## src/rtl/jtdd_pkg.sv

```systemverilog
// Shared types and constants for the JTDD char ROM slot.
// The optional two-entry cache is selected with JTDD_CHAR_CACHE2_EN.
package jtdd_pkg;

  localparam int SDRAM_AW = 22;

  typedef enum logic [1:0] {
    ST_IDLE = 2'd0,
    ST_REQ  = 2'd1,
    ST_WAIT = 2'd2
  } state_t;

  function automatic logic [7:0] sel_byte(input logic [15:0] word, input logic hi);
    sel_byte = hi ? word[15:8] : word[7:0];
  endfunction

endpackage

```

## src/rtl/jtdd_rom_cache.sv

```systemverilog
// Tag/data/valid storage with combinational lookup for the char ROM slot.
// JTDD_CHAR_CACHE2_EN selects two entries with replace-not-most-recently-hit.
module jtdd_rom_cache #(
  parameter int TW = 14
) (
  input  logic          clk,
  input  logic          rst,
  input  logic [TW-1:0] i_tag,
  output logic          o_hit,
  output logic [15:0]   o_data,
  input  logic          i_wr,
  input  logic [TW-1:0] i_wr_tag,
  input  logic [15:0]   i_wr_data
);

`ifdef JTDD_CHAR_CACHE2_EN
  localparam int NE = 2;
`else
  localparam int NE = 1;
`endif

  logic [TW-1:0] r_tag  [NE];
  logic [15:0]   r_data [NE];
  logic [NE-1:0] r_valid;
  logic [NE-1:0] w_hit_oh;
  logic [NE-1:0] w_victim_oh;

  // Lookup of the current tag against all valid entries
  always_comb begin
    o_data   = 16'h0000;
    w_hit_oh = {NE{1'b0}};
    for (int i = 0; i < NE; i++) begin
      if (r_valid[i] && (r_tag[i] == i_tag)) begin
        w_hit_oh[i] = 1'b1;
        o_data      = r_data[i];
      end else begin
        w_hit_oh[i] = 1'b0;
      end
    end
    o_hit = |w_hit_oh;
  end

`ifdef JTDD_CHAR_CACHE2_EN
  logic r_mru;

  // Victim: an empty entry first, otherwise the entry not most recently hit
  always_comb begin
    if (!r_valid[0]) begin
      w_victim_oh = 2'b01;
    end else if (!r_valid[1]) begin
      w_victim_oh = 2'b10;
    end else if (o_hit) begin
      w_victim_oh = ~w_hit_oh;
    end else if (r_mru) begin
      w_victim_oh = 2'b01;
    end else begin
      w_victim_oh = 2'b10;
    end
  end

  // Most-recently-hit tracker
  always_ff @(posedge clk) begin
    if (rst) begin
      r_mru <= 1'b0;
    end else if (o_hit) begin
      r_mru <= w_hit_oh[1];
    end else begin
      r_mru <= r_mru;
    end
  end
`else
  // A single entry is always the victim
  always_comb begin
    w_victim_oh = {NE{1'b1}};
  end
`endif

  // Storage update on a completed fetch
  always_ff @(posedge clk) begin
    if (rst) begin
      r_valid <= {NE{1'b0}};
      for (int i = 0; i < NE; i++) begin
        r_tag[i]  <= {TW{1'b0}};
        r_data[i] <= 16'h0000;
      end
    end else begin
      for (int i = 0; i < NE; i++) begin
        if (i_wr && w_victim_oh[i]) begin
          r_valid[i] <= 1'b1;
          r_tag[i]   <= i_wr_tag;
          r_data[i]  <= i_wr_data;
        end
      end
    end
  end

endmodule

```

## src/rtl/jtdd_char_rom_slot.sv

```systemverilog
// Char ROM slot: serves layer byte reads from a small word cache, filling misses from SDRAM.
// Build option JTDD_CHAR_CACHE2_EN enables a two-entry cache (see jtdd_rom_cache).
module jtdd_char_rom_slot
  import jtdd_pkg::*;
#(
  parameter logic [SDRAM_AW-1:0] OFFSET = 22'h0,
  parameter int                  AW     = 15
) (
  input  logic                clk,
  input  logic                rst,
  input  logic [AW-1:0]       char_addr,
  output logic [7:0]          rom_data,
  output logic                rom_ok,
  output logic [SDRAM_AW-1:0] sdram_addr,
  output logic                sdram_req,
  input  logic                sdram_ack,
  input  logic                data_rdy,
  input  logic [15:0]         sdram_data
);

  localparam int TW = AW - 1;

  state_t              r_state;
  state_t              w_next;
  logic [TW-1:0]       w_cur_tag;
  logic [TW-1:0]       r_tag;
  logic                w_hit;
  logic [15:0]         w_word;
  logic                w_launch;
  logic                w_fill;
  logic [SDRAM_AW-1:0] r_sdram_addr;
  logic                r_sdram_req;
  logic [7:0]          r_rom_data;
  logic                r_rom_ok;

  assign w_cur_tag = char_addr[AW-1:1];

  jtdd_rom_cache #(.TW(TW)) u_cache (
    .clk       (clk),
    .rst       (rst),
    .i_tag     (w_cur_tag),
    .o_hit     (w_hit),
    .o_data    (w_word),
    .i_wr      (w_fill),
    .i_wr_tag  (r_tag),
    .i_wr_data (sdram_data)
  );

  // State register
  always_ff @(posedge clk) begin
    if (rst) begin
      r_state <= ST_IDLE;
    end else begin
      r_state <= w_next;
    end
  end

  // Next-state: once launched, a fetch always runs to completion
  always_comb begin
    w_next = r_state;
    case (r_state)
      ST_IDLE: if (!w_hit)    w_next = ST_REQ;  else w_next = ST_IDLE;
      ST_REQ:  if (sdram_ack) w_next = ST_WAIT; else w_next = ST_REQ;
      ST_WAIT: if (data_rdy)  w_next = ST_IDLE; else w_next = ST_WAIT;
      default: w_next = ST_IDLE;
    endcase
  end

  // FSM decode; handshake strobes only count in their own state
  always_comb begin
    w_launch = (r_state == ST_IDLE) && !w_hit;
    w_fill   = (r_state == ST_WAIT) && data_rdy;
  end

  // Registered outputs and the latched fetch tag
  always_ff @(posedge clk) begin
    if (rst) begin
      r_tag        <= {TW{1'b0}};
      r_sdram_addr <= {SDRAM_AW{1'b0}};
      r_sdram_req  <= 1'b0;
      r_rom_data   <= 8'h00;
      r_rom_ok     <= 1'b0;
    end else begin
      if (w_launch) begin
        r_tag        <= w_cur_tag;
        r_sdram_addr <= OFFSET + SDRAM_AW'(w_cur_tag);
      end
      r_sdram_req <= (w_next == ST_REQ);
      r_rom_ok    <= w_hit;
      if (w_hit) begin
        r_rom_data <= sel_byte(w_word, char_addr[0]);
      end
    end
  end

  assign sdram_addr = r_sdram_addr;
  assign sdram_req  = r_sdram_req;
  assign rom_data   = r_rom_data;
  assign rom_ok     = r_rom_ok;

endmodule

```

## config.mk

```make
export PLATFORM = sky130hd
export DESIGN_NAME = jtdd_char_rom_slot
export DESIGN_NICKNAME = d
export VERILOG_FILES = /design/src/rtl/jtdd_pkg.sv /design/src/rtl/jtdd_rom_cache.sv /design/src/rtl/jtdd_char_rom_slot.sv
export SDC_FILE = /design/constraint.sdc
export NUM_CORES = 1
export LEC_CHECK = 0
export CORE_MARGIN = 5
export CORE_UTILIZATION = 47
export DETAILED_ROUTE_END_ITERATION = 16
export GPL_ROUTABILITY_DRIVEN = 0
export PLACE_DENSITY = 0.78
export SLEW_MARGIN = 20
export SYNTH_ARGS = -nofsm -noshare
export SYNTH_HDL_FRONTEND = slang
export SYNTH_SLANG_ARGS = --single-unit
```

## constraint.sdc

```tcl
create_clock -name clk -period 2.7 [get_ports clk]
set_clock_uncertainty 0.15 [all_clocks]
set_input_delay 0.81 -clock clk [delete_from_list [all_inputs] [get_ports clk]]
set_output_delay 0.81 -clock clk [all_outputs]
set_load 0.05 [all_outputs]
```

==> results.md <==
| Step | Metric | Value |
|---|---|---|
| status | Outcome | complete, no violations |
| logic synthesis | Number of instances in the synthesized netlist | 204 |
| layout | Final Cell Area | 3340 sq um |
| power | Total leakage power | 1.38 nW |
| timing | Unrepaired setup endpoints after global routing | no |
| layout | Area growth syn-to-layout | 37.6% |
| logic synthesis | Post-synthesis cell type count | 24 |
| floorplan | Initial core utilization | 47.9% |
| routing | Overall via count from detail_route | 1602 |
| layout | Number of antenna diodes | 0 |
| routing | Number of remaining DRC errors | 0 |
| logic synthesis | Cell taking the most area after synthesis | sky130_fd_sc_hd__edfxtp_1 |
| cts | CTS tree | built |
| cts | Clk Tree Root Cell | sky130_fd_sc_hd__clkbuf_8 |
| grt | Total routing resource utilization after global routing | 16.0% |
| floorplan | DIE AREA | 6710 sq um |
| cts | Clock sink count | 57 |
| logic synthesis | Seq cells post-synth | 57 |
| cts | Clock Latency Late Sink | 320 ps |
| logic synthesis | Asr flop ratio synth | 0% |
| logic synthesis | Top cell type's share of synthesized area | 37.1% |
| timing | Hold Vio Cnt, Final | 0 |
| cts | Clock Tree Buf Depth | 2 |
| timing | Final setup viols | 0 |
| logic synthesis | Cell area after synthesis | 2430 sq um |
| place | Number of buffers inserted by port buffering | 58 |
| logic synthesis | Ranking of synthesized cells by area | sky130_fd_sc_hd__edfxtp_1 (37%), sky130_fd_sc_hd__dfxtp_1 (22%), sky130_fd_sc_hd__mux2i_1 (9.1%) |
| cts | Number of CTS-inserted buffers | 9 |
| logic synthesis | Number of enable-type register cells in the synthesized netlist | 30 |
| power | Peak supply drop | 0.000399 V |
| critical path | Worst path arrival time | 2620 ps |
| place | Half-perimeter wire length after placement | 3460 um |
| grt | Number of global-route vias before repair | 1640 |
| critical path | Worst Setup Start Kind | input pin |
| routing | DR pass1 iterations | 3 |
| timing | Final worst setup slack | 135 ps |
| routing | Number of DRC violations after detailed-routing iteration 0 | 70 |
| critical path | Largest fanout of any net on the critical path | 14 |
| grt | Grt ovf | 0 |
| layout | Nets@finish | 308 |
| logic synthesis | Most frequently used flop master after synthesis | sky130_fd_sc_hd__edfxtp_1 |
| floorplan | Die height | 81.9 um |
| cts | Quantity of gates resized following cts | 0 |
| place | Minimum setup slack after placement | -299 ps |
| critical path | R2R setup slack | 730 ps |
| cts | Post-CTS clock slew at the launch and capture registers of the worst setup and hold paths | 60 ps |
| cts | Count of hold-fix buffers inserted at cts | 0 |
| timing | Fin crit share | 95.0% |
| floorplan | X dimension of the die | 81.9 um |
| floorplan | Standard-cell rows | 26 |
| power | Total power density per cell area | 634 nW/um^2 |
| logic synthesis | Share of the yosys chip area belonging to registers | 59.3% |
| min path | Worst min path class | reg -> reg |
| logic synthesis | Synth warnings | 0 |
| cts | Max H-tree Level | 3 |
| critical path | Critical path start-end classification | in -> reg |
| timing | Tmin final | 2560 ps |
| grt | Pin count of the biggest net entering global routing | 30 |
| timing | Timing-limited maximum frequency | 0.390 GHz |
| critical path | Endpoint class of the critical path | register |
| routing | Avg WL per Cell | 14.1 um |
| timing | Tightest Pin Transition | 529 ps |
| place | Post-place instance area | 3110 sq um |
| layout | Number of fill cells in the layout | 414 |
| timing | Final max-slew violation count | 0 |
| floorplan | Floorplan Core Area | 5070 sq um |
| routing | Post-DR vias/cell | 4.60 |
| job | Count of maximum capacitance violations | 0 |
| routing | Post-DRT Antenna Nets | 0 |
| floorplan | I/O pin count | 67 |
| layout | Share of final-layout standard cells stronger than drive strength 1 | 12.9% |
| grt | Antenna violations before repair | 0 |
| grt | Wire length of the first global-routing pass | 7790 um |
| logic synthesis | Synth Area per Inst | 11.9 sq um |
| critical path | Worst endpoint required time | 2760 ps |
| routing | WL final | 4900 um |
| timing | Slew HR | 64.6% |
[Yosys cell counts, drive strengths merged (2+ instances only)]
library cell,number
nand2,29
mux2i,22
nor2,11
a2111oi,2
clkbuf,7
and2,30
dfxtp,27
mux2,8
buf,11
nand3b,2
edfxtp,30
xnor2,14
nand4,3
[critical path: stages]
cell                              delay (ps)
sky130_fd_sc_hd__clkdlybuf4s50_1         510
sky130_fd_sc_hd__xnor2_1                 140
sky130_fd_sc_hd__nand4_1                 120
sky130_fd_sc_hd__or4_1                   550
sky130_fd_sc_hd__nor3b_4                 190
sky130_fd_sc_hd__buf_12                  160
sky130_fd_sc_hd__mux2i_1                 130
[where the power goes]
| part | leakage [nW] | internal, W | switching, W |
|---|---|---|---|
| clock | 0.113 | 0.000526 | 0.000311 |
| sequential | 0.533 | 0.000953 | 0.0000244 |
| combinational | 0.731 | 0.000135 | 0.000171 |
| total | 1.38 | 0.00161 | 0.000506 |
[routing by layer]
layer  vias up  share of wire, %  GRT usage (%)
met5         -                 0              0
met4         0               2.5           10.3
met3         9               4.4           4.28
met2        36                51           26.3
met1       743                42           18.3
li1        814                 -              -
[area by class of cell]
class	instances	area [sq um]	area share (%)
inverters	1	3.75	0.112
well taps	70	87.6	2.62
clock inverters	2	35.0	1.05
clock buffers	14	183	5.46
flip-flops and latches	57	1440	43.1
multi-input cells	135	905	27.1
repair buffers	69	688	20.6
[state kept, by name, indices dropped and copies added, names as in the netlist]
register,cells
r_tag,14
u_cache.r_tag,14
sdram_req,1
r_state,2
rom_data,8
u_cache.r_data,16
u_cache.r_valid,1
rom_ok,1
[per-stage QoR]
stage                     power, W  utilization, %  hold WS, ps  cells  setup TNS [ps]
final                      0.00212            65.9          320    348               0
after detailed placement   0.00130            61.2          312    331           -5290
after floorplan            0.00118               -          276    211               0
after CTS                  0.00214            65.5          321    347               0
after global placement     0.00129            61.2          289    331           -4370
after global routing       0.00220            65.9          337    348               0
[cell usage in the layout (no fill, tap or decap), types with 2 or more instances in the layout]
cell,count
sky130_fd_sc_hd__clkdlybuf4s50_1,58
sky130_fd_sc_hd__and2_1,30
sky130_fd_sc_hd__clkbuf_8,13
sky130_fd_sc_hd__a2111oi_0,2
sky130_fd_sc_hd__nand4_1,3
sky130_fd_sc_hd__mux2i_1,22
sky130_fd_sc_hd__edfxtp_1,30
sky130_fd_sc_hd__nand3b_1,2
sky130_fd_sc_hd__dfxtp_1,27
sky130_fd_sc_hd__nor2_1,11
sky130_fd_sc_hd__xnor2_1,14
sky130_fd_sc_hd__nand2_1,29
sky130_fd_sc_hd__buf_4,9
sky130_fd_sc_hd__conb_1,8
sky130_fd_sc_hd__mux2_2,8
sky130_fd_sc_hd__buf_12,2
[path summary, 6_finish.rpt]
path / from / to / cells after the start
max: char_addr[12] / r_tag[11] / 7
max reg2reg: u_cache.r_tag[0][11] / r_tag[11] / 6
min: r_tag[9] / r_tag[9] / 2
min reg2reg: r_tag[9] / r_tag[9] / 2
[kinds of logic after synthesis]
kind of cell / Yosys count / share of synthesized area [%]
xor+xnor: 14 / 5.05
mux: 30 / 12.8
buf+inv: 19 / 4.53
other cells: 1 / 0.154
simple gates: 79 / 16.9
compound gates: 4 / 1.24
flops: 57 / 59.3
[what timing repair did]
action	4_1_cts	5_1_grt
setup buffers	0	1
setup endpoints to repair	0	13
endpoints found under the hold margin	0	0
Note: power is estimated with default switching activity, not from simulation.
